<file path="src/rtl/mem_arbiter_if.sv">
// Bundle of the IFU, LSU and memory-port handshake signals around mem_arbiter.
// The slave modport is the arbiter's view; master is the surrounding system's view.
interface mem_arbiter_if #(
  parameter int ADDR_W = 64,
  parameter int DATA_W = 64,
  parameter int WDT_W  = 2
);
  logic              ifu_req_valid;
  logic              ifu_req_ready;
  logic [ADDR_W-1:0] ifu_req_addr;
  logic              ifu_resp_valid;
  logic              ifu_resp_ready;
  logic [DATA_W-1:0] ifu_resp_rdata;

  logic              lsu_req_valid;
  logic              lsu_req_ready;
  logic [ADDR_W-1:0] lsu_req_addr;
  logic              lsu_req_wen;
  logic [DATA_W-1:0] lsu_req_wdata;
  logic [WDT_W-1:0]  lsu_req_wdt;
  logic              lsu_resp_valid;
  logic              lsu_resp_ready;
  logic [DATA_W-1:0] lsu_resp_rdata;

  logic              mem_req_valid;
  logic              mem_req_ready;
  logic [ADDR_W-1:0] mem_req_addr;
  logic              mem_req_wen;
  logic [DATA_W-1:0] mem_req_wdata;
  logic [WDT_W-1:0]  mem_req_wdt;
  logic              mem_resp_valid;
  logic [DATA_W-1:0] mem_resp_rdata;

  modport slave (
    input  ifu_req_valid, ifu_req_addr, ifu_resp_ready,
    input  lsu_req_valid, lsu_req_addr, lsu_req_wen, lsu_req_wdata, lsu_req_wdt,
    input  lsu_resp_ready,
    input  mem_req_ready, mem_resp_valid, mem_resp_rdata,
    output ifu_req_ready, ifu_resp_valid, ifu_resp_rdata,
    output lsu_req_ready, lsu_resp_valid, lsu_resp_rdata,
    output mem_req_valid, mem_req_addr, mem_req_wen, mem_req_wdata, mem_req_wdt
  );

  modport master (
    output ifu_req_valid, ifu_req_addr, ifu_resp_ready,
    output lsu_req_valid, lsu_req_addr, lsu_req_wen, lsu_req_wdata, lsu_req_wdt,
    output lsu_resp_ready,
    output mem_req_ready, mem_resp_valid, mem_resp_rdata,
    input  ifu_req_ready, ifu_resp_valid, ifu_resp_rdata,
    input  lsu_req_ready, lsu_resp_valid, lsu_resp_rdata,
    input  mem_req_valid, mem_req_addr, mem_req_wen, mem_req_wdata, mem_req_wdt
  );
endinterface

</file>
<file path="src/rtl/mem_arbiter.sv">
// Serialises IFU and LSU traffic onto one memory port: one transaction in flight,
// round-robin grant on contention, response routed back to the requester that issued it.
module mem_arbiter #(
  parameter int ADDR_W = 64,
  parameter int DATA_W = 64,
  parameter int WDT_W  = 2
) (
  input  logic        clk,
  input  logic        rst_n,
  mem_arbiter_if.slave bus,
  output logic        busy,
  output logic [1:0]  dbg_state
);

  typedef enum logic [1:0] {
    IDLE  = 2'd0,
    ISSUE = 2'd1,
    WAIT  = 2'd2,
    RESP  = 2'd3
  } state_e;

  localparam logic [WDT_W-1:0] WDT64     = WDT_W'(3);
  localparam logic             OWNER_IFU = 1'b0;
  localparam logic             OWNER_LSU = 1'b1;

  // Handshakes: a transfer happens on a clock edge where valid and ready are both 1;
  // valid never waits on ready, and everything a valid qualifies is held until the transfer.

  state_e            state_q;
  state_e            state_d;
  logic              last_grant_q;
  logic              owner_q;
  logic [ADDR_W-1:0] addr_q;
  logic              wen_q;
  logic [DATA_W-1:0] wdata_q;
  logic [WDT_W-1:0]  wdt_q;
  logic [DATA_W-1:0] rdata_q;

  logic              grant_ifu;
  logic              grant_lsu;
  logic              owner_resp_ready;

  // Contention goes to whichever requester was not granted last.
  always_comb begin
    grant_ifu = 1'b0;
    grant_lsu = 1'b0;
    if (state_q == IDLE) begin
      if (bus.ifu_req_valid && bus.lsu_req_valid) begin
        grant_lsu = (last_grant_q == OWNER_IFU);
        grant_ifu = (last_grant_q == OWNER_LSU);
      end else begin
        grant_ifu = bus.ifu_req_valid;
        grant_lsu = bus.lsu_req_valid;
      end
    end
  end

  assign owner_resp_ready = (owner_q == OWNER_LSU) ? bus.lsu_resp_ready : bus.ifu_resp_ready;

  always_ff @(posedge clk or negedge rst_n) begin
    if (!rst_n) begin
      state_q <= IDLE;
    end else begin
      state_q <= state_d;
    end
  end

  always_comb begin
    state_d = state_q;
    unique case (state_q)
      IDLE:    if (grant_ifu || grant_lsu) state_d = ISSUE;
      ISSUE:   if (bus.mem_req_ready)      state_d = WAIT;
      WAIT:    if (bus.mem_resp_valid)     state_d = RESP;
      RESP:    if (owner_resp_ready)       state_d = IDLE;
      default: state_d = IDLE;
    endcase
  end

  // Request fields are captured once at grant and stay frozen for the whole transaction.
  always_ff @(posedge clk or negedge rst_n) begin
    if (!rst_n) begin
      last_grant_q <= OWNER_IFU;
      owner_q      <= OWNER_IFU;
      addr_q       <= '0;
      wen_q        <= 1'b0;
      wdata_q      <= '0;
      wdt_q        <= '0;
    end else if (grant_lsu) begin
      last_grant_q <= OWNER_LSU;
      owner_q      <= OWNER_LSU;
      addr_q       <= bus.lsu_req_addr;
      wen_q        <= bus.lsu_req_wen;
      wdata_q      <= bus.lsu_req_wdata;
      wdt_q        <= bus.lsu_req_wdt;
    end else if (grant_ifu) begin
      last_grant_q <= OWNER_IFU;
      owner_q      <= OWNER_IFU;
      addr_q       <= bus.ifu_req_addr;
      wen_q        <= 1'b0;
      wdata_q      <= '0;
      wdt_q        <= WDT64;
    end
  end

  // Stores complete with zero data; stray strobes outside WAIT are dropped.
  always_ff @(posedge clk or negedge rst_n) begin
    if (!rst_n) begin
      rdata_q <= '0;
    end else if (state_q == WAIT && bus.mem_resp_valid) begin
      rdata_q <= wen_q ? '0 : bus.mem_resp_rdata;
    end
  end

  always_comb begin
    bus.ifu_req_ready  = grant_ifu;
    bus.lsu_req_ready  = grant_lsu;
    bus.mem_req_valid  = (state_q == ISSUE);
    bus.mem_req_addr   = addr_q;
    bus.mem_req_wen    = wen_q;
    bus.mem_req_wdata  = wdata_q;
    bus.mem_req_wdt    = wdt_q;
    bus.ifu_resp_valid = 1'b0;
    bus.ifu_resp_rdata = '0;
    bus.lsu_resp_valid = 1'b0;
    bus.lsu_resp_rdata = '0;
    if (state_q == RESP) begin
      if (owner_q == OWNER_LSU) begin
        bus.lsu_resp_valid = 1'b1;
        bus.lsu_resp_rdata = rdata_q;
      end else begin
        bus.ifu_resp_valid = 1'b1;
        bus.ifu_resp_rdata = rdata_q;
      end
    end
    busy      = (state_q != IDLE);
    dbg_state = state_q;
  end

endmodule

</file>
<file path="src/flat_wrapper.sv">
// flat-port wrapper written by rule: the top's interface ports become plain ports
module mem_arbiter_flat 
#(
  parameter int ADDR_W = 64,
  parameter int DATA_W = 64,
  parameter int WDT_W  = 2
)
  (clk, rst_n, busy, dbg_state, bus_ifu_req_valid, bus_ifu_req_addr, bus_ifu_resp_ready, bus_lsu_req_valid, bus_lsu_req_addr, bus_lsu_req_wen, bus_lsu_req_wdata, bus_lsu_req_wdt, bus_lsu_resp_ready, bus_mem_req_ready, bus_mem_resp_valid, bus_mem_resp_rdata, bus_ifu_req_ready, bus_ifu_resp_valid, bus_ifu_resp_rdata, bus_lsu_req_ready, bus_lsu_resp_valid, bus_lsu_resp_rdata, bus_mem_req_valid, bus_mem_req_addr, bus_mem_req_wen, bus_mem_req_wdata, bus_mem_req_wdt);
  mem_arbiter_if #(.ADDR_W(ADDR_W), .DATA_W(DATA_W), .WDT_W(WDT_W)) bus_i ();
  input  logic clk;
  input  logic rst_n;
  output logic busy;
  output logic [1:0] dbg_state;
  input wire logic [$bits(bus_i.ifu_req_valid)-1:0] bus_ifu_req_valid;
  input wire logic [$bits(bus_i.ifu_req_addr)-1:0] bus_ifu_req_addr;
  input wire logic [$bits(bus_i.ifu_resp_ready)-1:0] bus_ifu_resp_ready;
  input wire logic [$bits(bus_i.lsu_req_valid)-1:0] bus_lsu_req_valid;
  input wire logic [$bits(bus_i.lsu_req_addr)-1:0] bus_lsu_req_addr;
  input wire logic [$bits(bus_i.lsu_req_wen)-1:0] bus_lsu_req_wen;
  input wire logic [$bits(bus_i.lsu_req_wdata)-1:0] bus_lsu_req_wdata;
  input wire logic [$bits(bus_i.lsu_req_wdt)-1:0] bus_lsu_req_wdt;
  input wire logic [$bits(bus_i.lsu_resp_ready)-1:0] bus_lsu_resp_ready;
  input wire logic [$bits(bus_i.mem_req_ready)-1:0] bus_mem_req_ready;
  input wire logic [$bits(bus_i.mem_resp_valid)-1:0] bus_mem_resp_valid;
  input wire logic [$bits(bus_i.mem_resp_rdata)-1:0] bus_mem_resp_rdata;
  output wire logic [$bits(bus_i.ifu_req_ready)-1:0] bus_ifu_req_ready;
  output wire logic [$bits(bus_i.ifu_resp_valid)-1:0] bus_ifu_resp_valid;
  output wire logic [$bits(bus_i.ifu_resp_rdata)-1:0] bus_ifu_resp_rdata;
  output wire logic [$bits(bus_i.lsu_req_ready)-1:0] bus_lsu_req_ready;
  output wire logic [$bits(bus_i.lsu_resp_valid)-1:0] bus_lsu_resp_valid;
  output wire logic [$bits(bus_i.lsu_resp_rdata)-1:0] bus_lsu_resp_rdata;
  output wire logic [$bits(bus_i.mem_req_valid)-1:0] bus_mem_req_valid;
  output wire logic [$bits(bus_i.mem_req_addr)-1:0] bus_mem_req_addr;
  output wire logic [$bits(bus_i.mem_req_wen)-1:0] bus_mem_req_wen;
  output wire logic [$bits(bus_i.mem_req_wdata)-1:0] bus_mem_req_wdata;
  output wire logic [$bits(bus_i.mem_req_wdt)-1:0] bus_mem_req_wdt;
  assign bus_i.ifu_req_valid = bus_ifu_req_valid;
  assign bus_i.ifu_req_addr = bus_ifu_req_addr;
  assign bus_i.ifu_resp_ready = bus_ifu_resp_ready;
  assign bus_i.lsu_req_valid = bus_lsu_req_valid;
  assign bus_i.lsu_req_addr = bus_lsu_req_addr;
  assign bus_i.lsu_req_wen = bus_lsu_req_wen;
  assign bus_i.lsu_req_wdata = bus_lsu_req_wdata;
  assign bus_i.lsu_req_wdt = bus_lsu_req_wdt;
  assign bus_i.lsu_resp_ready = bus_lsu_resp_ready;
  assign bus_i.mem_req_ready = bus_mem_req_ready;
  assign bus_i.mem_resp_valid = bus_mem_resp_valid;
  assign bus_i.mem_resp_rdata = bus_mem_resp_rdata;
  assign bus_ifu_req_ready = bus_i.ifu_req_ready;
  assign bus_ifu_resp_valid = bus_i.ifu_resp_valid;
  assign bus_ifu_resp_rdata = bus_i.ifu_resp_rdata;
  assign bus_lsu_req_ready = bus_i.lsu_req_ready;
  assign bus_lsu_resp_valid = bus_i.lsu_resp_valid;
  assign bus_lsu_resp_rdata = bus_i.lsu_resp_rdata;
  assign bus_mem_req_valid = bus_i.mem_req_valid;
  assign bus_mem_req_addr = bus_i.mem_req_addr;
  assign bus_mem_req_wen = bus_i.mem_req_wen;
  assign bus_mem_req_wdata = bus_i.mem_req_wdata;
  assign bus_mem_req_wdt = bus_i.mem_req_wdt;
  mem_arbiter #(.ADDR_W(ADDR_W), .DATA_W(DATA_W), .WDT_W(WDT_W)) u_core (.clk(clk), .rst_n(rst_n), .bus(bus_i), .busy(busy), .dbg_state(dbg_state));
endmodule
</file>
<file path="config.mk">
export PLATFORM = sky130hd
export DESIGN_NAME = mem_arbiter_flat
export DESIGN_NICKNAME = d
export VERILOG_FILES = /design/src/rtl/mem_arbiter_if.sv /design/src/rtl/mem_arbiter.sv /design/src/flat_wrapper.sv
export SDC_FILE = /design/constraint.sdc
export NUM_CORES = 1
export LEC_CHECK = 0
export ABC_AREA = 1
export CORE_AREA = 5 5 203 205
export DETAILED_ROUTE_END_ITERATION = 7
export DIE_AREA = 0 0 208 210
export HOLD_SLACK_MARGIN = 0.12
export SLEW_MARGIN = 20
export SYNTH_ARGS = -nofsm -noshare
export SYNTH_HDL_FRONTEND = slang
export SYNTH_SLANG_ARGS = --single-unit
</file>
<file path="constraint.sdc">
create_clock -name clk -period 3.55 [get_ports clk]
set_input_delay 0.5325 -clock clk [delete_from_list [all_inputs] [get_ports clk]]
set_output_delay 0.5325 -clock clk [all_outputs]
set_load 0.02 [all_outputs]
</file>
After elaboration in Yosys (flattened, before gate mapping):

Index checks and enable logic that the tools add are counted.

* register bits: 198
* output and inout bits: 267
* word-level logic and storage cells: 50

* equality and inequality tests: 7
* muxes and demuxes: 28
* bitwise operators: 1
* reductions and logical operators: 7

Operators with widths (count)
* $mux 64: 9
* $mux 1: 12
* $mux 2: 6
* $pmux 2 s4: 1
* $ne 2x2->1 const B: 3
* $eq 2x2->1 const B: 2
* $reduce_and 4->1: 1
* $reduce_bool 2->1: 2
* $eq 2x1->1 const B: 1
* $logic_and 1x1->1: 2
* $logic_not 2->1: 1
* $ne 2x1->1 const B: 1
* $logic_or 1x1->1: 1
* $not 1->1: 1

Depth between registers and ports, before layout:

* word-level depth: 6
* depth in mapped cells: 10
* mapped depth without buffers: 8

Worst setup path after synthesis:

OpenSTA, ideal clock, no wires.

* path type: register to output
* start point: register u_core.state_q[1], in the netlist u_core.dbg_state[1]
* end point: output bus_lsu_resp_rdata[54]
* data arrival time: 1.430 ns
* data required time: 3.017 ns
* slack: 1.588 ns
* cell stages (with the launch flop): 6
* path buffers: 2
* cell sequence: dfrtp_1 > ha_1 > nand2_1 > buf_2 > buf_1 > nor2_1

* longest elaborated chain between the ends: 2

RTL lines
* from (decl): line mem_arbiter.sv:29 `state_e state_q;`
* from (signal assigned): line mem_arbiter.sv:64 `state_q <= state_d;`
* $eq 2x2->1: line mem_arbiter.sv:126 `if (state_q == RESP) begin`
* $mux 64: line mem_arbiter.sv:126
* to (decl): line flat_wrapper.sv:31 `output wire logic [$bits(bus_i.lsu_resp_rdata)-1:0] bus_lsu_resp_rdata;`

Every way passes these cells.

Worst setup path after layout:

* start point: register u_core.state_q[0], in the netlist u_core.dbg_state[0]
* end point: output bus_ifu_resp_rdata[35]

* longest elaborated chain between the ends: 2

RTL lines
* $eq 2x2->1: line mem_arbiter.sv:126
* $mux 64: line mem_arbiter.sv:126
* to (decl): line flat_wrapper.sv:28 `output wire logic [$bits(bus_i.ifu_resp_rdata)-1:0] bus_ifu_resp_rdata;`

Every way passes these cells.

==> flow_summary.json <==
{
  "number_of_hold_violations_in_the_final_report": 0,
  "postCtsSetupBuffers": 0,
  "switching_share_pct": 42.6,
  "yosysTopAreaCellShare_pct": 56.3,
  "post-route-period-util_pct": 85.1,
  "regToRegSetupSlack_ns": 1.27,
  "post-dp-hpwl_um": 27100,
  "flow.area_growth_from_synthesis_pct": 71.2,
  "ys.warnings.count": 0,
  "initial_core_util_pct": 22.4,
  "design.portCount": 534,
  "cp_cell_sequence": "ha_1 -> nand2_2 -> buf_4 -> nor2_1 -> clkdlybuf4s50_1",
  "synth_nets": 1356,
  "nets_finish": 1851,
  "crit_path_start_kind": "flop",
  "grt_start_max_net_pins": 130,
  "worst_setup_hold_path_clk_slew_ns": 0.08,
  "normalized_max_slew_margin_pct": 36.6,
  "drt-initial-drc-count": 468,
  "postSynthCellCount": 1085,
  "globalRoute.totalOverflow": 0,
  "cts.root.buffer_cell": "clkbuf_16",
  "antenna_found_initial": 2,
  "synth-async-reset-ratio_pct": 100,
  "power_per_cell_area_mw_per_mm2": 791,
  "syn_area_per_cell_um2": 8.11,
  "yosysSeqAreaShare_pct": 56.3,
  "dp_cells": 2086,
  "seqCellArea_mm2": 0.00495,
  "gr-usage-all-layers_pct": 15.9,
  "grt_first_pass_wirelength_um": 54800,
  "num_rows": 73,
  "critPathSlowestCell": "clkdlybuf4s50_1",
  "routed_wire_length_per_instance_um": 16.9,
  "multi_input_comb_area_mm2": 0.00309,
  "synth-edff-count": 0,
  "antenna_cells": 0,
  "num_vias": 8939,
  "synth_top_flop_cell": "dfrtp_1",
  "wl_um": 35800,
  "status": "complete, no violations",
  "fin_crit_ns": 3.02,
  "type_of_element_capturing_the_critical_path": "output pin",
  "drive_gt1_share_pct": 3.58,
  "max_freq_mhz": 331,
  "clock_tree_from_tritoncts": "yes",
  "worstRegToRegCells": 7,
  "share_comb_of_total_power_pct": 52.3,
  "port-buffer-count": 533,
  "rsz0062_at_grt": "no",
  "clock_tree_sinks": 198,
  "timing.critical_path.slowest_cell_delay_ns": 0.57,
  "peakVddDrop_uv": 371,
  "clk_path_buf_depth": 2,
  "sequential_share_of_power_pct": 32.1,
  "setup.worst_path.class": "reg -> out",
  "hp-class": "in -> async",
  "fin_util_pct": 38.3,
  "yosys_top_cell_by_area": "dfrtp_1",
  "cts_buffers": 17,
  "fill_cells": 3992,
  "route.detailed.drc": 0,
  "r2r-end": "u_core.bus.mem_req_addr[47]",
  "total_switching_power_mw": 5.07,
  "postCtsHoldBufs": 0,
  "synth_common_cells": "nand2_1 (398), dfrtp_1 (198), nand3_1 (131)",
  "antenna_violating_nets_left": 0,
  "synthesis.area_mm2": 0.00880,
  "detailedRoute.firstPassIterationCount": 4,
  "ctsResizeCount": 0,
  "drv_slew": 0,
  "maxcap_violations": 0,
  "critical_path_arrival_ns": 2.49,
  "routabilityCongestion": 0.874,
  "critical_path_required_ns": 3.02,
  "tightest_slew_ns": 0.952,
  "share_clk_of_total_power_pct": 15.6,
  "synth.lib_cells_used.distinct": 18,
  "post-layout-total-power_mw": 11.9,
  "tns_ns": 0,
  "dieHeight_um": 210,
  "synth_top_cells_by_area": "dfrtp_1 (56%), nand2_1 (17%), nand3_1 (7.5%), nor2_1 (5.5%), o21ai_0 (3.8%)",
  "htree_num_levels": 4,
  "most_common_cell_in_the_netlist": "nand2_1",
  "finish.cell_count_without_fillers": 2118,
  "crit-reg2reg-launch": "u_core.dbg_state[0]",
  "vias_in_the_first_global_route": 9303,
  "clock_skew_ns": 0.0123,
  "setup_viol": 0,
  "clkLatencyLatePin_ns": 0.45,
  "intPower_mw": 6.83,
  "vias_per_cell": 4.22,
  "die-width_um": 208,
  "core_region_area_mm2": 0.0393,
  "crit_path_max_fanout": 65,
  "floorplan.die_area_mm2": 0.0437,
  "synth.ff_latch_count": 198,
  "static_leak_nw": 6.68
}
sequential cells by signal, indices dropped and copies added, names as in the netlist:
| name | flops |
|---|---|
| u_core.dbg_state | 2 |
| u_core.last_grant_q | 1 |
| u_core.bus.mem_req_wdt | 2 |
| u_core.bus.mem_req_wen | 1 |
| u_core.rdata_q | 64 |
| u_core.bus.mem_req_addr | 64 |
| u_core.bus.mem_req_wdata | 64 |
cell families after synthesis:
kind of cell | share of synthesized area, %
AOI/OAI and AO/OA | 4.00
adders and majority gates | 0.569
DFF | 56.3
and+or+nand+nor | 30.4
buffers and inverters | 8.72
power by group through the flow:
stage | logic (mW) | clock network [mW] | registers [mW]
floorplan | 2.46 | 0 | 4.69
global route | 6.74 | 2.04 | 3.95
CTS | 6.33 | 1.94 | 3.82
global placement | 6.25 | 0 | 3.82
finish | 6.23 | 1.86 | 3.82
detailed placement | 6.31 | 0 | 3.86
per-layer routing:
metal	vias to the layer above	part of all wire [%]	track usage (%)
met4	2	1.4	3.60
met2	365	49	27.0
met5	-	0.031	0
met1	4207	41	19.4
met3	30	8.3	5.89
li1	4335	-	-
critical path, delay by kind of cell (launching register included):
kind                       cells  cell delay, ns
DFF                            1            0.44
and+or+nand+nor                2            0.20
adders and majority gates      1            0.27
buffers and inverters          2            1.07
through the flow:
step / hold slack (ns) / instance area [um2] / setup WS (ns)
after floorplan: 0.237 / 8800 / 1.59
after global placement: 0.461 / 14500 / 0.864
after detailed placement: 0.464 / 14500 / 0.873
after CTS: 0.175 / 15100 / 0.501
after global routing: 0.202 / 15100 / 0.394
final: 0.168 / 15100 / 0.529
layout by cell type (no fill, tap or decap), drive strengths merged:
cell type / synthesis / layout
nand3: 131 / 131
clkinv: 0 / 5
clkdlybuf4s50: 0 / 532
nand2: 402 / 402
dfrtp: 198 / 198
or2: 1 / 1
ha: 4 / 4
buf: 58 / 13
nor2: 128 / 128
a21oi: 1 / 1
nand4: 2 / 2
o22ai: 2 / 2
clkbuf: 12 / 21
clkinvlp: 0 / 3
inv: 80 / 84
o21ai: 66 / 66
cell type report:
type	instances	area share, %
flip-flops and latches	198	32.9
clock inverters	12	0.631
repair buffers	546	36.6
inverters	80	2.03
clock buffers	20	2.97
well taps	525	4.36
multi-input cells	737	20.5
how the worst max path moves through the flow:
stage / cells after the start / start / endpoint
after floorplan: 5 / u_core.dbg_state[1] / bus_lsu_resp_rdata[54]
after global placement: 6 / bus_lsu_req_valid / bus_lsu_req_ready
after detailed placement: 6 / bus_lsu_req_valid / bus_lsu_req_ready
after CTS: 5 / u_core.dbg_state[0] / bus_lsu_resp_rdata[17]
after global routing: 5 / u_core.dbg_state[0] / bus_ifu_resp_rdata[0]
final: 5 / u_core.dbg_state[0] / bus_ifu_resp_rdata[35]
(Power assumes the default switching activity.)
